$ cat src/rtl/flash_arbiter_if.sv
// Requester-side bundle for one flash_arbiter port.
// The requester drives master; the arbiter takes slave.
interface flash_arbiter_if #(
    parameter int ADDR_W = 24,
    parameter int DATA_W = 32
);
    logic              req;
    logic              write;
    logic [ADDR_W-1:0] addr;
    logic [DATA_W-1:0] wdata;
    logic              done;
    logic              err;
    logic [DATA_W-1:0] rdata;

    modport master (
        output req, write, addr, wdata,
        input  done, err, rdata
    );

    modport slave (
        input  req, write, addr, wdata,
        output done, err, rdata
    );
endinterface

$ cat src/rtl/flash_arbiter.sv
// Two-port round-robin arbiter/sequencer in front of the SPI flash
// controller, one transaction per grant, with a hung-transaction timeout.
module flash_arbiter #(
    parameter int ADDR_W  = 24,
    parameter int DATA_W  = 32,
    parameter int TIMEOUT = 1048576,
    parameter int CNT_W   = 21
) (
    input  logic              clk,
    input  logic              reset,
    flash_arbiter_if.slave    p0,
    flash_arbiter_if.slave    p1,
    output logic              flash_en,
    output logic              flash_write,
    output logic [ADDR_W-1:0] flash_addr,
    output logic [DATA_W-1:0] flash_data_in,
    input  logic [DATA_W-1:0] flash_data_out,
    input  logic              flash_ready,
    output logic              busy,
    output logic              owner
);
    typedef enum logic [1:0] {IDLE, BUSY, DONE} state_e;

    localparam logic [CNT_W-1:0] CNT_MAX = CNT_W'(TIMEOUT - 1);

    state_e            state_q, state_d;
    logic              en_q, en_d;
    logic              wr_q, wr_d;
    logic [ADDR_W-1:0] addr_q, addr_d;
    logic [DATA_W-1:0] wdat_q, wdat_d;
    logic              owner_q, owner_d;
    logic              prio_q, prio_d;
    logic [CNT_W-1:0]  cnt_q, cnt_d;
    logic [1:0]        done_q, done_d;
    logic              err_q, err_d;
    logic [DATA_W-1:0] rdat0_q, rdat0_d;
    logic [DATA_W-1:0] rdat1_q, rdat1_d;
    logic              gnt;

    always_ff @(posedge clk) begin
        if (reset) begin
            state_q <= IDLE;
            en_q    <= 1'b0;
            wr_q    <= 1'b0;
            addr_q  <= '0;
            wdat_q  <= '0;
            owner_q <= 1'b0;
            prio_q  <= 1'b0;
            cnt_q   <= '0;
            done_q  <= '0;
            err_q   <= 1'b0;
            rdat0_q <= '0;
            rdat1_q <= '0;
        end else begin
            state_q <= state_d;
            en_q    <= en_d;
            wr_q    <= wr_d;
            addr_q  <= addr_d;
            wdat_q  <= wdat_d;
            owner_q <= owner_d;
            prio_q  <= prio_d;
            cnt_q   <= cnt_d;
            done_q  <= done_d;
            err_q   <= err_d;
            rdat0_q <= rdat0_d;
            rdat1_q <= rdat1_d;
        end
    end

    always_comb begin
        state_d = state_q;
        en_d    = en_q;
        wr_d    = wr_q;
        addr_d  = addr_q;
        wdat_d  = wdat_q;
        owner_d = owner_q;
        prio_d  = prio_q;
        cnt_d   = cnt_q;
        done_d  = 2'b00;
        err_d   = err_q;
        rdat0_d = rdat0_q;
        rdat1_d = rdat1_q;
        // port 1 wins when it is alone or the pointer favours it
        gnt     = p1.req && (!p0.req || prio_q);

        unique case (state_q)
            IDLE: begin
                if (p0.req || p1.req) begin
                    state_d = BUSY;
                    en_d    = 1'b1;
                    owner_d = gnt;
                    prio_d  = ~gnt;
                    cnt_d   = '0;
                    wr_d    = gnt ? p1.write : p0.write;
                    addr_d  = gnt ? p1.addr  : p0.addr;
                    wdat_d  = gnt ? p1.wdata : p0.wdata;
                end
            end
            BUSY: begin
                if (flash_ready) begin
                    state_d         = DONE;
                    en_d            = 1'b0;
                    err_d           = 1'b0;
                    done_d[owner_q] = 1'b1;
                    if (!wr_q) begin
                        if (owner_q) rdat1_d = flash_data_out;
                        else         rdat0_d = flash_data_out;
                    end
                end else if (cnt_q == CNT_MAX) begin
                    state_d         = DONE;
                    en_d            = 1'b0;
                    err_d           = 1'b1;
                    done_d[owner_q] = 1'b1;
                    if (owner_q) rdat1_d = '0;
                    else         rdat0_d = '0;
                end else begin
                    cnt_d = cnt_q + 1'b1;
                end
            end
            DONE:    state_d = IDLE;
            default: state_d = IDLE;
        endcase
    end

    assign flash_en      = en_q;
    assign flash_write   = wr_q;
    assign flash_addr    = addr_q;
    assign flash_data_in = wdat_q;
    assign busy          = (state_q != IDLE);
    assign owner         = owner_q;

    assign p0.done  = done_q[0];
    assign p1.done  = done_q[1];
    assign p0.err   = done_q[0] & err_q;
    assign p1.err   = done_q[1] & err_q;
    assign p0.rdata = rdat0_q;
    assign p1.rdata = rdat1_q;
endmodule

$ cat src/flat_wrapper.sv
// flat-port wrapper written by rule: the top's interface ports become plain ports
module flash_arbiter_flat 
#(
    parameter int ADDR_W  = 24,
    parameter int DATA_W  = 32,
    parameter int TIMEOUT = 1048576,
    parameter int CNT_W   = 21
)
  (clk, reset, flash_en, flash_write, flash_addr, flash_data_in, flash_data_out, flash_ready, busy, owner, p0_req, p0_write, p0_addr, p0_wdata, p0_done, p0_err, p0_rdata, p1_req, p1_write, p1_addr, p1_wdata, p1_done, p1_err, p1_rdata);
  flash_arbiter_if #(.ADDR_W(ADDR_W), .DATA_W(DATA_W)) p0_i ();
  flash_arbiter_if #(.ADDR_W(ADDR_W), .DATA_W(DATA_W)) p1_i ();
  input  logic clk;
  input  logic reset;
  output logic flash_en;
  output logic flash_write;
  output logic [ADDR_W-1:0] flash_addr;
  output logic [DATA_W-1:0] flash_data_in;
  input  logic [DATA_W-1:0] flash_data_out;
  input  logic flash_ready;
  output logic busy;
  output logic owner;
  input wire logic [$bits(p0_i.req)-1:0] p0_req;
  input wire logic [$bits(p0_i.write)-1:0] p0_write;
  input wire logic [$bits(p0_i.addr)-1:0] p0_addr;
  input wire logic [$bits(p0_i.wdata)-1:0] p0_wdata;
  output wire logic [$bits(p0_i.done)-1:0] p0_done;
  output wire logic [$bits(p0_i.err)-1:0] p0_err;
  output wire logic [$bits(p0_i.rdata)-1:0] p0_rdata;
  input wire logic [$bits(p1_i.req)-1:0] p1_req;
  input wire logic [$bits(p1_i.write)-1:0] p1_write;
  input wire logic [$bits(p1_i.addr)-1:0] p1_addr;
  input wire logic [$bits(p1_i.wdata)-1:0] p1_wdata;
  output wire logic [$bits(p1_i.done)-1:0] p1_done;
  output wire logic [$bits(p1_i.err)-1:0] p1_err;
  output wire logic [$bits(p1_i.rdata)-1:0] p1_rdata;
  assign p0_i.req = p0_req;
  assign p0_i.write = p0_write;
  assign p0_i.addr = p0_addr;
  assign p0_i.wdata = p0_wdata;
  assign p0_done = p0_i.done;
  assign p0_err = p0_i.err;
  assign p0_rdata = p0_i.rdata;
  assign p1_i.req = p1_req;
  assign p1_i.write = p1_write;
  assign p1_i.addr = p1_addr;
  assign p1_i.wdata = p1_wdata;
  assign p1_done = p1_i.done;
  assign p1_err = p1_i.err;
  assign p1_rdata = p1_i.rdata;
  flash_arbiter #(.ADDR_W(ADDR_W), .DATA_W(DATA_W), .TIMEOUT(TIMEOUT), .CNT_W(CNT_W)) u_core (.clk(clk), .reset(reset), .p0(p0_i), .p1(p1_i), .flash_en(flash_en), .flash_write(flash_write), .flash_addr(flash_addr), .flash_data_in(flash_data_in), .flash_data_out(flash_data_out), .flash_ready(flash_ready), .busy(busy), .owner(owner));
endmodule
$ cat config.mk
export PLATFORM = sky130hd
export DESIGN_NAME = flash_arbiter_flat
export DESIGN_NICKNAME = d
export VERILOG_FILES = /design/src/rtl/flash_arbiter_if.sv /design/src/rtl/flash_arbiter.sv /design/src/flat_wrapper.sv
export SDC_FILE = /design/constraint.sdc
export NUM_CORES = 1
export LEC_CHECK = 0
export ABC_AREA = 0
export BUFFER_PORTS_ARGS = -buffer_cell sky130_fd_sc_hd__buf_2
export CAP_MARGIN = 20
export CORE_MARGIN = 3
export CORE_UTILIZATION = 45
export CTS_BUF_LIST = sky130_fd_sc_hd__clkbuf_2
export CTS_CLUSTER_DIAMETER = 40
export DETAILED_ROUTE_END_ITERATION = 12
export GPL_TIMING_DRIVEN = 0
export PLACE_DENSITY = 0.88
export RECOVER_POWER = 50
export SETUP_SLACK_MARGIN = 0.05
export SYNTH_ARGS = -nofsm -noshare
export SYNTH_HDL_FRONTEND = slang
export SYNTH_SLANG_ARGS = --single-unit
export TNS_END_PERCENT = 1
$ cat constraint.sdc
create_clock -name clk -period 4.2 [get_ports clk]
set_input_delay 0.84 -clock clk [delete_from_list [all_inputs] [get_ports clk]]
set_output_delay 0.84 -clock clk [all_outputs]
set_load 0.1 [all_outputs]
# --- Yosys cells after proc, flatten, opt, wreduce, memory -nomap -nowiden ---
# Index checks and enable logic that the tools add are counted.
classes:
  n_eq_ne: 7
  n_reduce_logical: 17
  mux: 31
  bitwise_logic: 5
  n_addsub: 1
  magnitude_cmp: 2
op_table:
  columns: ["cell", "n"]
  rows:
  - ["$mux 32", 11]
  - ["$mux 21", 3]
  - ["$pmux 21 s2", 1]
  - ["$mux 24", 1]
  - ["$add 21x1->21 const B", 1]
  - ["$eq 21x20->1 const B", 1]
  - ["$reduce_and 4->1", 3]
  - ["$mux 2", 5]
  - ["$mux 1", 7]
  - ["$ne 2x2->1 const B", 3]
  - ["$reduce_and 2->1", 3]
  - ["$reduce_bool 2->1", 3]
  - ["$pmux 2 s2", 1]
  - ["$ne 3x2->1 const B", 1]
  - ["$not 1->1", 3]
  - ["$reduce_and 3->1", 1]
  - ["$and 1x1->1", 2]
  - ["$eq 2x1->1 const B", 1]
  - ["$logic_and 1x1->1", 2]
  - ["$logic_not 2->1", 1]
  - ["$logic_or 1x1->1", 2]
  - ["$lt 1x2->1 const B", 1]
  - ["$ne 2x1->1 const B", 1]
  - ["$pmux 1 s2", 1]
  - ["other kinds (4)", 4]
totals:
  ff_bits: 150

# --- Longest topological paths before layout ---
depth:
  word_depth: 6
  depth_mapped: 7
  ltp_nobuf: 6

# --- Worst setup path before layout ---
# No wires, ideal clock.
synth_timing:
  kind: "flip-flop to output port"
  start: "reg u_core.done_q[0]"
  end: "out p0_err"
  arrival_ps: 1792
  stages_incl_launch_ff: 2
  required_time_ps: 3360
  n_path_buf: 0
  path_slack_ps: 1568
  path_cell_list: "dfxtp_1 -> and2_1"
synth_between:
  elab_chain_cells: 1
synth_rtl:
  columns: ["item", "line", "source"]
  rows:
  - ["start: declaration", "flash_arbiter.sv:34", "logic [1:0] done_q, done_d;"]
  - ["start signal: assignment", "flash_arbiter.sv:63", "done_q <= done_d;"]
  - ["$and 1x1->1", "flash_arbiter.sv:134", "assign p0.err = done_q[0] & err_q;"]
  - ["end: declaration", "flat_wrapper.sv:27", "output wire logic [$bits(p0_i.err)-1:0] p0_err;"]
# No other way between the ends.

# --- Worst setup path after layout ---
layout_timing:
  start: "reg u_core.rdat0_q[1] (netlist: u_core.p0.rdata[1])"
  end: "out p0_rdata[1]"
layout_rtl:
  columns: ["item", "line", "source"]
  rows:
  - ["start: declaration", "flash_arbiter.sv:36", "logic [DATA_W-1:0] rdat0_q, rdat0_d;"]
  - ["start signal: assignment", "flash_arbiter.sv:65", "rdat0_q <= rdat0_d;"]
  - ["end: declaration", "flat_wrapper.sv:28", "output wire logic [$bits(p0_i.rdata)-1:0] p0_rdata;"]
# No word-level cell between the ends.

==> impl_metrics.env <==
export IMPL_clock_skew_ps=35.0
export IMPL_syn_area_mm2=0.00613
export IMPL_cap_violations=0
export IMPL_cts_resized=0
export IMPL_drv_slew=0
export IMPL_vias=6866
export IMPL_antenna_found_initial=8
export IMPL_crit_type="register to primary output"
export IMPL_synthTopCellsByCount="dfxtp_1 (150), a21oi_1 (82), nor2_1 (72)"
export IMPL_ys_seq_area_share_pct=49.0
export IMPL_fin_setup_tns_ps=0
export IMPL_layout_nets=1123
export IMPL_die_x_um=123
export IMPL_grt_pass1_wl_um=33000
export IMPL_start_util_pct=47.2
export IMPL_slowest_delay_ps=890
export IMPL_synth_area_leaders="dfxtp_1 (49%), a222oi_1 (9.3%), nand3b_1 (7.8%), a21oi_1 (6.7%), nand3_1 (5.8%)"
export IMPL_firstDrtPassIters=9
export IMPL_port_buffers=277
export IMPL_critPathMaxFanout=2
export IMPL_outcome="finished, final reports clean"
export IMPL_core_area_mm2=0.0130
export IMPL_rsz0062_at_grt="no"
export IMPL_dieArea_mm2=0.0150
export IMPL_post_route_drc_count=0
export IMPL_dp_cells=1124
export IMPL_clock_fmax_mhz=350
export IMPL_grt_ovfl_total=0
export IMPL_relSlewSlack_pct=18.5
export IMPL_syn2layout_area_growth_pct=28.5
export IMPL_drive_gt1_share_pct=27.2
export IMPL_fin_crit_ps=2860
export IMPL_multi_input_area_mm2=0.00278
export IMPL_arrival_ps=2020
export IMPL_finalCritPeriodShare_pct=68.1
export IMPL_io_pins=279
export IMPL_avgSynthCellArea_um2=9.08
export IMPL_hold_class="input port to register"
export IMPL_synth_cell_types=45
export IMPL_cts_path_max_buffers=2
export IMPL_cts_setup_buffers=0
export IMPL_clkLatencyLatePin_ps=750
export IMPL_grt_max_degree=17
export IMPL_finalSetupViolCount=0
export IMPL_power_leakage_nw=3.17
export IMPL_ir_drop_mv=0.359
export IMPL_cpMaxStageDelayCell="clkbuf_1"
export IMPL_viasPerCell=5.90
export IMPL_synthFlopType="dfxtp_1"
export IMPL_synthCells=675
export IMPL_drt_iter0_drc=839
export IMPL_final_cells=1164
export IMPL_synth_area_leader_cell="dfxtp_1"
export IMPL_cts_tree="yes"
export IMPL_ant_nets=0
export IMPL_rows=41
export IMPL_synth_edf_count=0
export IMPL_required_ps=3360
export IMPL_synth_top_cell_area_share_pct=49.0
export IMPL_path_cells="clkbuf_1"
export IMPL_power_per_cell_area_mw_per_mm2=426
export IMPL_numCtsBuffers=17
export IMPL_htreeDepth=4
export IMPL_total_power_mw=3.36
export IMPL_dp_hpwl_um=16600
export IMPL_timing_hold_ws_ps=304
export IMPL_die_h_um=123
export IMPL_async_flop_share_pct=0
export IMPL_wl_um=22200
export IMPL_cp_end_kind="primary output"
export IMPL_synth_warnings=0
export IMPL_synth_most_common_cell="dfxtp_1"
export IMPL_tightest_slew_ps=1230
export IMPL_wl_per_cell_um=19.0
export IMPL_place_congestion=0.917
export IMPL_cp_num_buf_inv=1
export IMPL_clk_pin_slew_ps=220
export IMPL_synth_nets=827
export IMPL_grt_pass1_vias=6461
export IMPL_crit_path_start_kind="register"
export IMPL_fill_cells=1175
export IMPL_regArea_mm2=0.00300
export IMPL_path_delay_family="buffers and inverters"
export IMPL_hold_viol_final=0
export IMPL_cts_sinks=150
export IMPL_root_buffer="clkbuf_2"
export IMPL_ctsHoldBuffers=0
export IMPL_synth_seq_cells=150
export IMPL_grt_total_usage_pct=28.3
final timing paths:
| path | startpoint | endpoint | slack (ps) | depth (start not counted) |
|---|---|---|---|---|
| worst min-delay path | p0_wdata[19] | u_core.flash_data_in[19] | 300 | 3 |
| worst min register to register | u_core.p1.rdata[2] | u_core.p1.rdata[2] | 500 | 2 |
| worst max register to register | u_core.cnt_q[0] | u_core.p0.rdata[17] | 1510 | 7 |
| worst max-delay path | u_core.p0.rdata[1] | p0_rdata[1] | 1340 | 1 |
power breakdown:
part	total (mW)	internal (mW)	leakage (nW)	switching (mW)
combinational	1.03	0.202	1.81	0.826
sequential	1.55	1.50	1.22	0.0464
clock	0.780	0.270	0.142	0.510
layout make-up:
type,instances,share of cell area (%)
Sequential cell,150,38.2
Multi-Input combinational cell,450,35.3
Timing Repair Buffer,277,16.6
Buffer,68,3.94
Tap cell,172,2.73
Clock inverter,11,1.40
Clock buffer,20,1.27
Inverter,7,0.334
Antenna cell,9,0.286
cell families after synthesis:
kind of cell | count (synthesis) | synth area share (%)
buffers and inverters | 75 | 5.51
DFF | 150 | 49.0
muxes | 1 | 0.163
and+or+nand+nor | 276 | 25.3
AOI/OAI and AO/OA | 172 | 19.8
adders and majority gates | 1 | 0.204
metrics by stage:
stage          setup WS [ps]  util, %  area, µm²
2_1_floorplan           1570        -       6130
3_3_place_gp            1370     59.5       7730
3_5_place_dp            1320     59.5       7730
4_1_cts                 1470     61.2       7940
5_1_grt                 1250     60.6       7870
6_report                1340     60.6       7870
sequential cells by signal, indices dropped and copies added, names as in the netlist:
| register | cells |
|---|---|
| u_core.cnt_q | 21 |
| u_core.done_q | 2 |
| u_core.err_q | 1 |
| u_core.flash_addr | 24 |
| u_core.flash_data_in | 32 |
| u_core.flash_en | 1 |
| u_core.flash_write | 1 |
| u_core.owner | 1 |
| u_core.p0.rdata | 32 |
| u_core.p1.rdata | 32 |
| u_core.prio_q | 1 |
| u_core.state_q | 2 |
routing by layer:
layer	track usage [%]	vias to the layer above	routed length, µm
met3	8.57	66	2140
li1	-	3174	-
met2	47.6	392	10700
met4	13.6	0	803
met5	0	-	0
met1	32.7	3234	8470
cell usage in the layout, fill, tap and decap left out, types with 3 or more instances in the layout:
master / instances
or4_1: 4
nand4_1: 12
inv_1: 7
clkbuf_1: 114
and3_1: 3
dfxtp_1: 150
a31oi_1: 4
buf_6: 6
o21ai_0: 10
a21oi_1: 82
nor3_1: 6
nor2_1: 72
or3_1: 3
diode_2: 9
and2_1: 3
nand3b_1: 64
buf_2: 221
nor4_1: 4
clkbuf_2: 21
clkinv_2: 5
nand3_1: 71
o32ai_1: 6
buf_1: 3
a222oi_1: 57
o211ai_1: 4
nand2_1: 20
No activity file was read; power rests on OpenSTA's default activity.
